`src/rtl/lockbox_bank_pkg.sv`:
```
// Shared encodings for the multi-slot lockbox: opcodes, response status and slot state.
package lockbox_bank_pkg;

    typedef enum logic [1:0] {
        OP_STORE = 2'd0,
        OP_GET   = 2'd1,
        OP_WIPE  = 2'd2,
        OP_RSVD  = 2'd3
    } op_e;

    typedef enum logic [2:0] {
        ST_NONE     = 3'd0,
        ST_OK       = 3'd1,
        ST_MISMATCH = 3'd2,
        ST_LOCKED   = 3'd3,
        ST_REJECT   = 3'd4,
        ST_BUSY     = 3'd5
    } status_e;

    typedef enum logic [1:0] {
        SL_EMPTY  = 2'd0,
        SL_FULL   = 2'd1,
        SL_LOCKED = 2'd2
    } slot_state_e;

endpackage

```
`src/rtl/lockbox_bank_slot.sv`:
```
// One secret/password slot with failed-attempt counter and permanent lockout.
// Outputs are zero unless req is high, so the top can OR all slots together.
module lockbox_bank_slot
    import lockbox_bank_pkg::*;
#(
    parameter int WIDTH     = 128,
    parameter int MAX_TRIES = 3
) (
    input  logic             clk,
    input  logic             resetn,
    input  logic             req,
    input  logic [1:0]       op,
    input  logic [WIDTH-1:0] secret,
    input  logic [WIDTH-1:0] password,
    output logic [2:0]       status,
    output logic [WIDTH-1:0] data,
    output logic             fail
);
    localparam int CW = $clog2(MAX_TRIES + 1);

    slot_state_e      state;
    logic [WIDTH-1:0] sec_q;
    logic [WIDTH-1:0] pw_q;
    logic [CW-1:0]    cnt_q;
    logic             match;
    logic [CW-1:0]    cnt_inc;
    logic             lock_now;

    assign match    = (password == pw_q);
    assign cnt_inc  = cnt_q + CW'(1);
    assign lock_now = (cnt_inc == CW'(MAX_TRIES));

    always_comb begin
        status = ST_NONE;
        data   = '0;
        fail   = 1'b0;
        if (req) begin
            unique case (state)
                SL_EMPTY:  status = (op == OP_GET) ? ST_REJECT : ST_OK;
                SL_FULL: begin
                    if (op == OP_STORE) status = ST_REJECT;
                    else if (op == OP_GET) begin
                        if (match) begin
                            status = ST_OK;
                            data   = sec_q;
                        end else begin
                            fail   = 1'b1;
                            status = lock_now ? ST_LOCKED : ST_MISMATCH;
                        end
                    end else status = ST_OK;
                end
                SL_LOCKED: begin
                    if (op == OP_STORE)    status = ST_REJECT;
                    else if (op == OP_GET) status = ST_LOCKED;
                    else                   status = ST_OK;
                end
                default:   status = ST_REJECT;
            endcase
        end
    end

    // Counter stops at MAX_TRIES because the slot leaves FULL on that failure.
    always_ff @(posedge clk or negedge resetn) begin
        if (!resetn) begin
            state <= SL_EMPTY;
            sec_q <= '0;
            pw_q  <= '0;
            cnt_q <= '0;
        end else if (req) begin
            if (op == OP_WIPE || (state == SL_FULL && op == OP_GET && match)) begin
                state <= SL_EMPTY;
                sec_q <= '0;
                pw_q  <= '0;
                cnt_q <= '0;
            end else if (state == SL_EMPTY && op == OP_STORE) begin
                state <= SL_FULL;
                sec_q <= secret;
                pw_q  <= password;
                cnt_q <= '0;
            end else if (state == SL_FULL && op == OP_GET) begin
                cnt_q <= cnt_inc;
                if (lock_now) begin
                    sec_q <= '0;
                    state <= SL_LOCKED;
                end
            end
        end
    end

endmodule

```
`src/rtl/lockbox_bank.sv`:
```
// Multi-slot lockbox: slot decode, response mux and registered response.
// Define LOCKBOX_BANK_PENALTY_EN to stall all requests for PENALTY_CYCLES after a failed GET.
module lockbox_bank
    import lockbox_bank_pkg::*;
#(
    parameter int WIDTH          = 128,
    parameter int SLOTS          = 4,
    parameter int MAX_TRIES      = 3,
    parameter int PENALTY_CYCLES = 8
) (
    input  logic                     clk,
    input  logic                     resetn,
    input  logic                     en,
    input  logic [1:0]               op,
    input  logic [$clog2(SLOTS)-1:0] slot,
    input  logic [WIDTH-1:0]         secret,
    input  logic [WIDTH-1:0]         password,
    output logic [WIDTH-1:0]         out,
    output logic                     rsp_valid,
    output logic [2:0]               rsp_status,
    output logic                     busy
);
    localparam int SW = $clog2(SLOTS);

    logic [SLOTS-1:0]            slot_req;
    logic [SLOTS-1:0][2:0]       slot_st;
    logic [SLOTS-1:0][WIDTH-1:0] slot_data;
    logic [SLOTS-1:0]            slot_fail;
    logic                        addr_ok;
    logic                        op_ok;
    logic                        accept;
    logic [2:0]                  st_or;
    logic [WIDTH-1:0]            data_or;
    logic [2:0]                  st_nxt;

    assign addr_ok = (int'(slot) < SLOTS);
    assign op_ok   = (op != OP_RSVD);
    assign accept  = en && addr_ok && op_ok && !busy;

    genvar g;
    generate
        for (g = 0; g < SLOTS; g++) begin : g_slot
            assign slot_req[g] = accept && (slot == SW'(g));
            lockbox_bank_slot #(.WIDTH(WIDTH), .MAX_TRIES(MAX_TRIES)) u_slot (
                .clk     (clk),
                .resetn  (resetn),
                .req     (slot_req[g]),
                .op      (op),
                .secret  (secret),
                .password(password),
                .status  (slot_st[g]),
                .data    (slot_data[g]),
                .fail    (slot_fail[g])
            );
        end
    endgenerate

    always_comb begin
        st_or   = '0;
        data_or = '0;
        for (int i = 0; i < SLOTS; i++) begin
            st_or   = st_or | slot_st[i];
            data_or = data_or | slot_data[i];
        end
        if (!en)                  st_nxt = ST_NONE;
        else if (busy)            st_nxt = ST_BUSY;
        else if (!addr_ok || !op_ok) st_nxt = ST_REJECT;
        else                      st_nxt = st_or;
    end

`ifdef LOCKBOX_BANK_PENALTY_EN
    localparam int PW = $clog2(PENALTY_CYCLES + 1);
    logic [PW-1:0] pen_cnt;

    // Failures cannot happen while busy, so a load never extends a running stall.
    always_ff @(posedge clk or negedge resetn) begin
        if (!resetn)           pen_cnt <= '0;
        else if (|slot_fail)   pen_cnt <= PW'(PENALTY_CYCLES);
        else if (pen_cnt != 0) pen_cnt <= pen_cnt - PW'(1);
    end
    assign busy = (pen_cnt != '0);
`else
    logic unused_fail;
    localparam int unused_pen = PENALTY_CYCLES;
    assign unused_fail = |slot_fail;
    assign busy        = 1'b0;
`endif

    always_ff @(posedge clk or negedge resetn) begin
        if (!resetn) begin
            rsp_valid  <= 1'b0;
            rsp_status <= ST_NONE;
            out        <= '0;
        end else begin
            rsp_valid  <= en;
            rsp_status <= st_nxt;
            out        <= data_or;
        end
    end

endmodule

```
`config.mk`:
```
export PLATFORM = sky130hd
export DESIGN_NAME = lockbox_bank
export DESIGN_NICKNAME = d
export VERILOG_FILES = /design/src/rtl/lockbox_bank_pkg.sv /design/src/rtl/lockbox_bank_slot.sv /design/src/rtl/lockbox_bank.sv
export SDC_FILE = /design/constraint.sdc
export NUM_CORES = 2
export LEC_CHECK = 0
export CAP_MARGIN = 30
export CORE_AREA = 2 2 543 329
export DETAILED_ROUTE_END_ITERATION = 10
export DIE_AREA = 0 0 545 331
export GPL_ROUTABILITY_DRIVEN = 0
export HOLD_SLACK_MARGIN = 0.03
export SLEW_MARGIN = 20
export SYNTH_ARGS = -nofsm -noshare
export SYNTH_HDL_FRONTEND = slang
export SYNTH_SLANG_ARGS = --single-unit
```
`constraint.sdc`:
```
create_clock -name clk -period 4.8 [get_ports clk]
set_input_delay 1.44 -clock clk [delete_from_list [all_inputs] [get_ports clk]]
set_output_delay 1.44 -clock clk [all_outputs]
set_load 0.02 [all_outputs]
```
# == After elaboration in Yosys (flattened, before gate mapping) ==
# Cells that the tools add are included.
# totals
register_bits,1172
input_bits,263
out_inout_bits,133
# op_classes
add_sub_neg,4
n_eq_ne,22
mux,101
bitwise_logic,6
reduce_logical,51
# op_table
operator,n
2-to-1 mux 128 bit,44
equality test 128 bit,4
bitwise OR 128 bit,3
2-to-1 mux 3 bit,20
2-to-1 mux 2 bit,29
case mux 3 bit (3 select lines),4
nonzero test 3 bit,8
"equality test 2 bit, second input constant",11
logical AND 1 bit,17
AND reduction 2 bit,8
"equality test 2 x 1 -> 1 bit, second input constant",6
logical NOT 2 bit,6
AND reduction 3 bit,4
bitwise OR 3 bit,3
"adder 2 x 1 -> 2 bit, second input constant",4
nonzero test 2 bit,4
logical OR 1 bit,4
2-to-1 mux 1 bit,4
"inequality test 2 bit, second input constant",1

# == Logic depth before layout (Yosys ltp) ==
# depth
ltp_word,13
mapped_depth,11
depth_no_buf,7

# == Hierarchy ==
# A second synthesis with hierarchy kept.
# hier_totals
hier_cells,5142
area_unflattened_um2,57157.3
# modules_own_cells
mod,n_inst,cells_each,area_per_inst_um2,seq_area_each_um2
lockbox_bank_slot,4,1217,13201.4,6506.2
lockbox_bank,1,274,4351.7,3303.2

# == Worst setup path after synthesis ==
# OpenSTA, ideal clock, no wires.
# synth_timing
kind,input-to-reg
from,input password[95]
to,register g_slot[1].u_slot.pw_q[100]
setup_time_ns,0.121
arrival_time_ns,3.457
required_ns,4.679
slack_ns,1.222
cell_stages,11
n_path_buf,4
path_cell_list,clkbuf_1 > xor2_1 > nor4_1 > nand4_1 > nor4_2 > nand3b_1 > a21o_1 > buf_2 > buf_6 > buf_6 > a22o_1
# synth_between
elab_chain_len,5
word_cells_on_any_way,6
# synth_lines
item,line_no,source
"start, declared",lockbox_bank.sv:17,"input logic [WIDTH-1:0] password,"
equality test 128 bit *,lockbox_bank_slot.sv:29,assign match = (password == pw_q);
logical AND 1 bit *,lockbox_bank_slot.sv:70,if (op == OP_WIPE || (state == SL_FULL && op == OP_GET && match)) begin
logical OR 1 bit *,lockbox_bank_slot.sv:70,
nonzero test 2 bit (no source line),-,
AND reduction 2 bit (no source line),-,
"end signal, assigned",lockbox_bank_slot.sv:78,pw_q <= password;
"end, declared",lockbox_bank_slot.sv:23,logic [WIDTH-1:0] pw_q;
# Every way passes the cells marked *; elsewhere a longest branch is shown, timed or not.
# A chain may end at the register's enable or synchronous reset.

# == Worst setup path in the final report ==
# layout_timing
from,input password[59]
to,register out[118]
# layout_between
elab_chain_len,9
word_cells_on_any_way,27
# layout_lines
item,line_no,source
equality test 128 bit,lockbox_bank_slot.sv:29,
2-to-1 mux 128 bit,lockbox_bank_slot.sv:43,if (match) begin
2-to-1 mux 128 bit,lockbox_bank_slot.sv:42,else if (op == OP_GET) begin
2-to-1 mux 128 bit,lockbox_bank_slot.sv:41,if (op == OP_STORE) status = ST_REJECT;
2-to-1 mux 128 bit,lockbox_bank_slot.sv:38,unique case (state)
2-to-1 mux 128 bit,lockbox_bank_slot.sv:37,if (req) begin
bitwise OR 128 bit (2 in a row),lockbox_bank.sv:63,data_or = data_or | slot_data[i];
bitwise OR 128 bit *,lockbox_bank.sv:63,
via data_or[118],lockbox_bank.sv:33,logic [WIDTH-1:0] data_or;
"end signal, assigned",lockbox_bank.sv:97,out <= data_or;
"end, declared",lockbox_bank.sv:18,"output logic [WIDTH-1:0] out,"
# The timed path passes the listed nets; every way through them passes the cells marked *.

==> results.py <==
metrics = {
    "clock_network": {
        "cts_hold_buffers": 0,
        "h-tree-depth": 3,
        "root_buffer": "clkbuf_16",
        "cts_sinks": 1172,
        "cts_buffers": 117,
        "clock_tree.buffer_depth": 3,
        "clk_latency_ns": 0.74,
        "cts_setup_buffers": 0,
        "cts_resized": 0,
        "clk_pin_slew_worst_paths_ns": 0.06,
        "cts_tree": "done",
    },
    "die": {
        "coreArea_um2": 175000,
        "initial_utilization_pct": 29.9,
        "die_w_um": 545,
        "rows": 119,
        "die_h_um": 331,
        "io_pins": 396,
        "dieArea_um2": 180000,
    },
    "synthesis": {
        "synthDistinctLibCells": 54,
        "synth-seq-cells": 1172,
        "synth_edf_count": 0,
        "synthFlopType": "dfrtp_1",
        "netlist_instances": 4574,
        "synth.area.top_cells": "dfrtp_1 (56%), a22o_1 (13%), xor2_1 (6.4%), a22oi_1 (5.5%), o21ai_1 (3.2%)",
        "synthArstFlopShare_pct": 100,
        "synth_area_um2": 52300,
        "seq_area_frac_synth_pct": 56.0,
        "avgSynthCellArea_um2": 11.4,
        "synth_top_area_share_pct": 56.0,
        "synth_nets": 4841,
        "synth-warning-count": 0,
        "yosys.area.top_type": "dfrtp_1",
    },
    "power": {
        "ir_drop_mv": 0.305,
        "power_frac_clock_pct": 40.6,
        "power.switching_mw": 6.61,
        "power.density_nw_per_um2": 372,
        "netSwitchingFraction_pct": 27.0,
        "power_frac_seq_pct": 45.8,
        "pwr-share-comb_pct": 13.7,
        "p_int_mw": 17.8,
        "total_power_mw": 24.4,
        "power.leakage_nw": 30.0,
    },
    "final_layout": {
        "multiInputGateArea_um2": 20900,
        "regArea_um2": 29300,
        "fill_cells": 16700,
        "drive_gt1_share_pct": 12.4,
        "final_nets": 5249,
        "fin_area_um2": 65700,
        "area_growth_pct": 25.6,
    },
    "grt": {
        "grt_overflow_total": 0,
        "grt_use_total_pct": 22.4,
        "antenna_found_initial": 32,
        "grt_pass1_wl_um": 299000,
        "grt_pass1_vias": 40800,
        "grt_max_degree": 130,
    },
    "timing": {
        "fmax_mhz": 237,
        "clock_skew_ns": 0.0577,
        "setup_viol": 0,
        "relSlewSlack_pct": 29.9,
        "min_period_ns": 4.22,
        "worst_slack_ns": 0.580,
        "report.final.hold_viol_count": 0,
        "worst_pin_slew_ns": 1.05,
        "rsz0062_at_grt": "no",
        "slew_viol_final": 0,
        "fin_crit_sh_pct": 87.9,
    },
    "drt": {
        "wl_um": 206000,
        "wire_per_inst_um": 27.7,
        "firstDrtPassIters": 5,
        "avgViaCountPerCell": 5.69,
        "drc": 0,
        "ant_nets": 0,
        "vias": 42400,
        "drt_iter0_drc": 4839,
    },
    "placement": {
        "place_area_um2": 61600,
        "pre_cts_slack_ns": -0.0916,
        "numPortBuffers": 394,
        "hpwl_um": 137000,
    },
    "job": {
        "max_cap_violations": 0,
    },
    "min_path": {
        "worstHoldPathCells": 1,
        "hold_class": "register to register",
    },
    "worst_setup_path": {
        "cp-start-kind": "input pin",
        "critPathKind": "input pin to register",
        "reg2reg_depth": 11,
        "cp_max_fo": 19,
        "cp-end-kind": "register",
        "regToRegSetupSlack_ns": 1.53,
        "required_ns": 5.43,
        "worstPathArrival_ns": 4.85,
    },
    "outcome": {
        "outcome": "finished, final reports clean",
    },
}
## worst paths after layout
check                                           startpoint                          to
worst max register to register  g_slot[3].u_slot.pw_q[123]                    out[118]
worst min register to register  g_slot[3].u_slot.sec_q[88]  g_slot[3].u_slot.sec_q[88]
worst max-delay path                          password[59]                    out[118]
max in group asynchronous                           resetn   g_slot[1].u_slot.pw_q[16]
worst min-delay path            g_slot[3].u_slot.sec_q[88]  g_slot[3].u_slot.sec_q[88]
min in group asynchronous                           resetn  g_slot[3].u_slot.sec_q[18]
## synthesized netlist by cell type, types with 2 or more instances
| library cell | instances |
|---|---|
| a21o_1 | 5 |
| a21oi_1 | 21 |
| a221o_1 | 128 |
| a22o_1 | 766 |
| a22oi_1 | 385 |
| a31o_1 | 2 |
| and2_1 | 5 |
| and3_1 | 4 |
| buf_1 | 9 |
| buf_2 | 162 |
| buf_4 | 3 |
| buf_6 | 10 |
| clkbuf_1 | 324 |
| dfrtp_1 | 1172 |
| ha_1 | 4 |
| inv_1 | 8 |
| mux2_1 | 2 |
| nand2_1 | 401 |
| nand2b_1 | 9 |
| nand3_1 | 5 |
| nand4_1 | 59 |
| nor2_1 | 16 |
| nor2b_1 | 5 |
| nor3_1 | 9 |
| nor3b_1 | 3 |
| nor4_1 | 105 |
| nor4_2 | 6 |
| o21ai_0 | 60 |
| o21ai_1 | 339 |
| o21bai_1 | 5 |
| o22ai_1 | 3 |
| or2_2 | 3 |
| or3_1 | 2 |
| xnor2_1 | 130 |
| xor2_1 | 385 |
## critical path, stage by stage
cell and delay (ns):
clkdlybuf4s50_1 0.72, buf_4 0.26, xnor2_1 0.13, nand4_1 0.26
nor4_1 0.45, nand4_1 0.26, buf_4 0.23, or2_1 0.27
nor2b_4 0.15, buf_12 0.22, buf_12 0.21, a221o_1 0.18
## area by class of cell
class | count | share of cell area [%]
antenna | 15 | 0.0571
clock buffer | 176 | 5.40
sequential | 1172 | 44.6
multi-input combinational | 2886 | 31.9
tap | 2359 | 4.49
inverter | 8 | 0.0457
timing repair buffer | 797 | 12.7
clock inverter | 39 | 0.841
## cells by family after synthesis
logic type	count (synthesis)	share of synthesized area [%]
flops	1172	56.0
buf+inv	516	4.25
xor+xnor	515	8.62
compound gates	1725	25.2
other cells	1	0.00717
mux	3	0.0622
simple gates	638	5.70
fa+ha+maj	4	0.0956
## state kept, by name (all words and copies together), names as in the netlist
signal / flops
rsp_status: 3
g_slot.u_slot.pw_q: 512
out: 128
g_slot.u_slot.sec_q: 512
g_slot.u_slot.state: 8
rsp_valid: 1
g_slot.u_slot.cnt_q: 8
## routing by layer
| layer | GRT usage (%) | vias up | share of wire, % |
|---|---|---|---|
| met5 | 0 | - | 0.087 |
| met1 | 34.0 | 22000 | 46 |
| met3 | 8.00 | 276 | 13 |
| met2 | 29.9 | 2294 | 40 |
| met4 | 4.66 | 28 | 2.0 |
| li1 | - | 17800 | - |
## stage by stage
stage	util (%)	hold WS [ns]	instances	TNS, ns
after floorplan	-	0.453	4574	0
after global placement	35.2	0.470	7220	-15.12
after detailed placement	35.2	0.483	7221	-9.87
after CTS	37.5	0.503	7436	0
after global routing	37.6	0.506	7446	0
final	37.6	0.503	7452	0
## power groups by stage
| stage | Combinational (mW) | Sequential (mW) | Clock, mW |
|---|---|---|---|
| finish | 3.34 | 11.2 | 9.92 |
| global route | 3.59 | 11.3 | 10.5 |
| CTS | 3.30 | 11.2 | 10.1 |
| detailed placement | 3.28 | 11.3 | 0 |
| global placement | 3.22 | 11.3 | 0 |
| floorplan | 1.76 | 11.2 | 0 |
## cell usage in the layout (no fill, tap or decap), types with 5 or more instances in the layout
cell type           n
inv_1               8
nor3_1              8
bufinv_16          11
a22o_1            766
xnor2_1           130
and2_1              5
nand2b_1            9
nor2_1             14
nand2_1           400
a221o_1           128
dfrtp_1          1172
clkbuf_16         120
nand4_1            59
buf_4             294
a22oi_1           385
clkbuf_1           22
nor4_1            104
o21ai_1           338
clkbuf_8           34
nor4_2              7
buf_12            109
a21oi_1            20
clkinv_2           14
o21ai_0            60
diode_2            15
clkdlybuf4s50_1   393
xor2_1            385
Note: power is estimated with default switching activity, not from simulation.
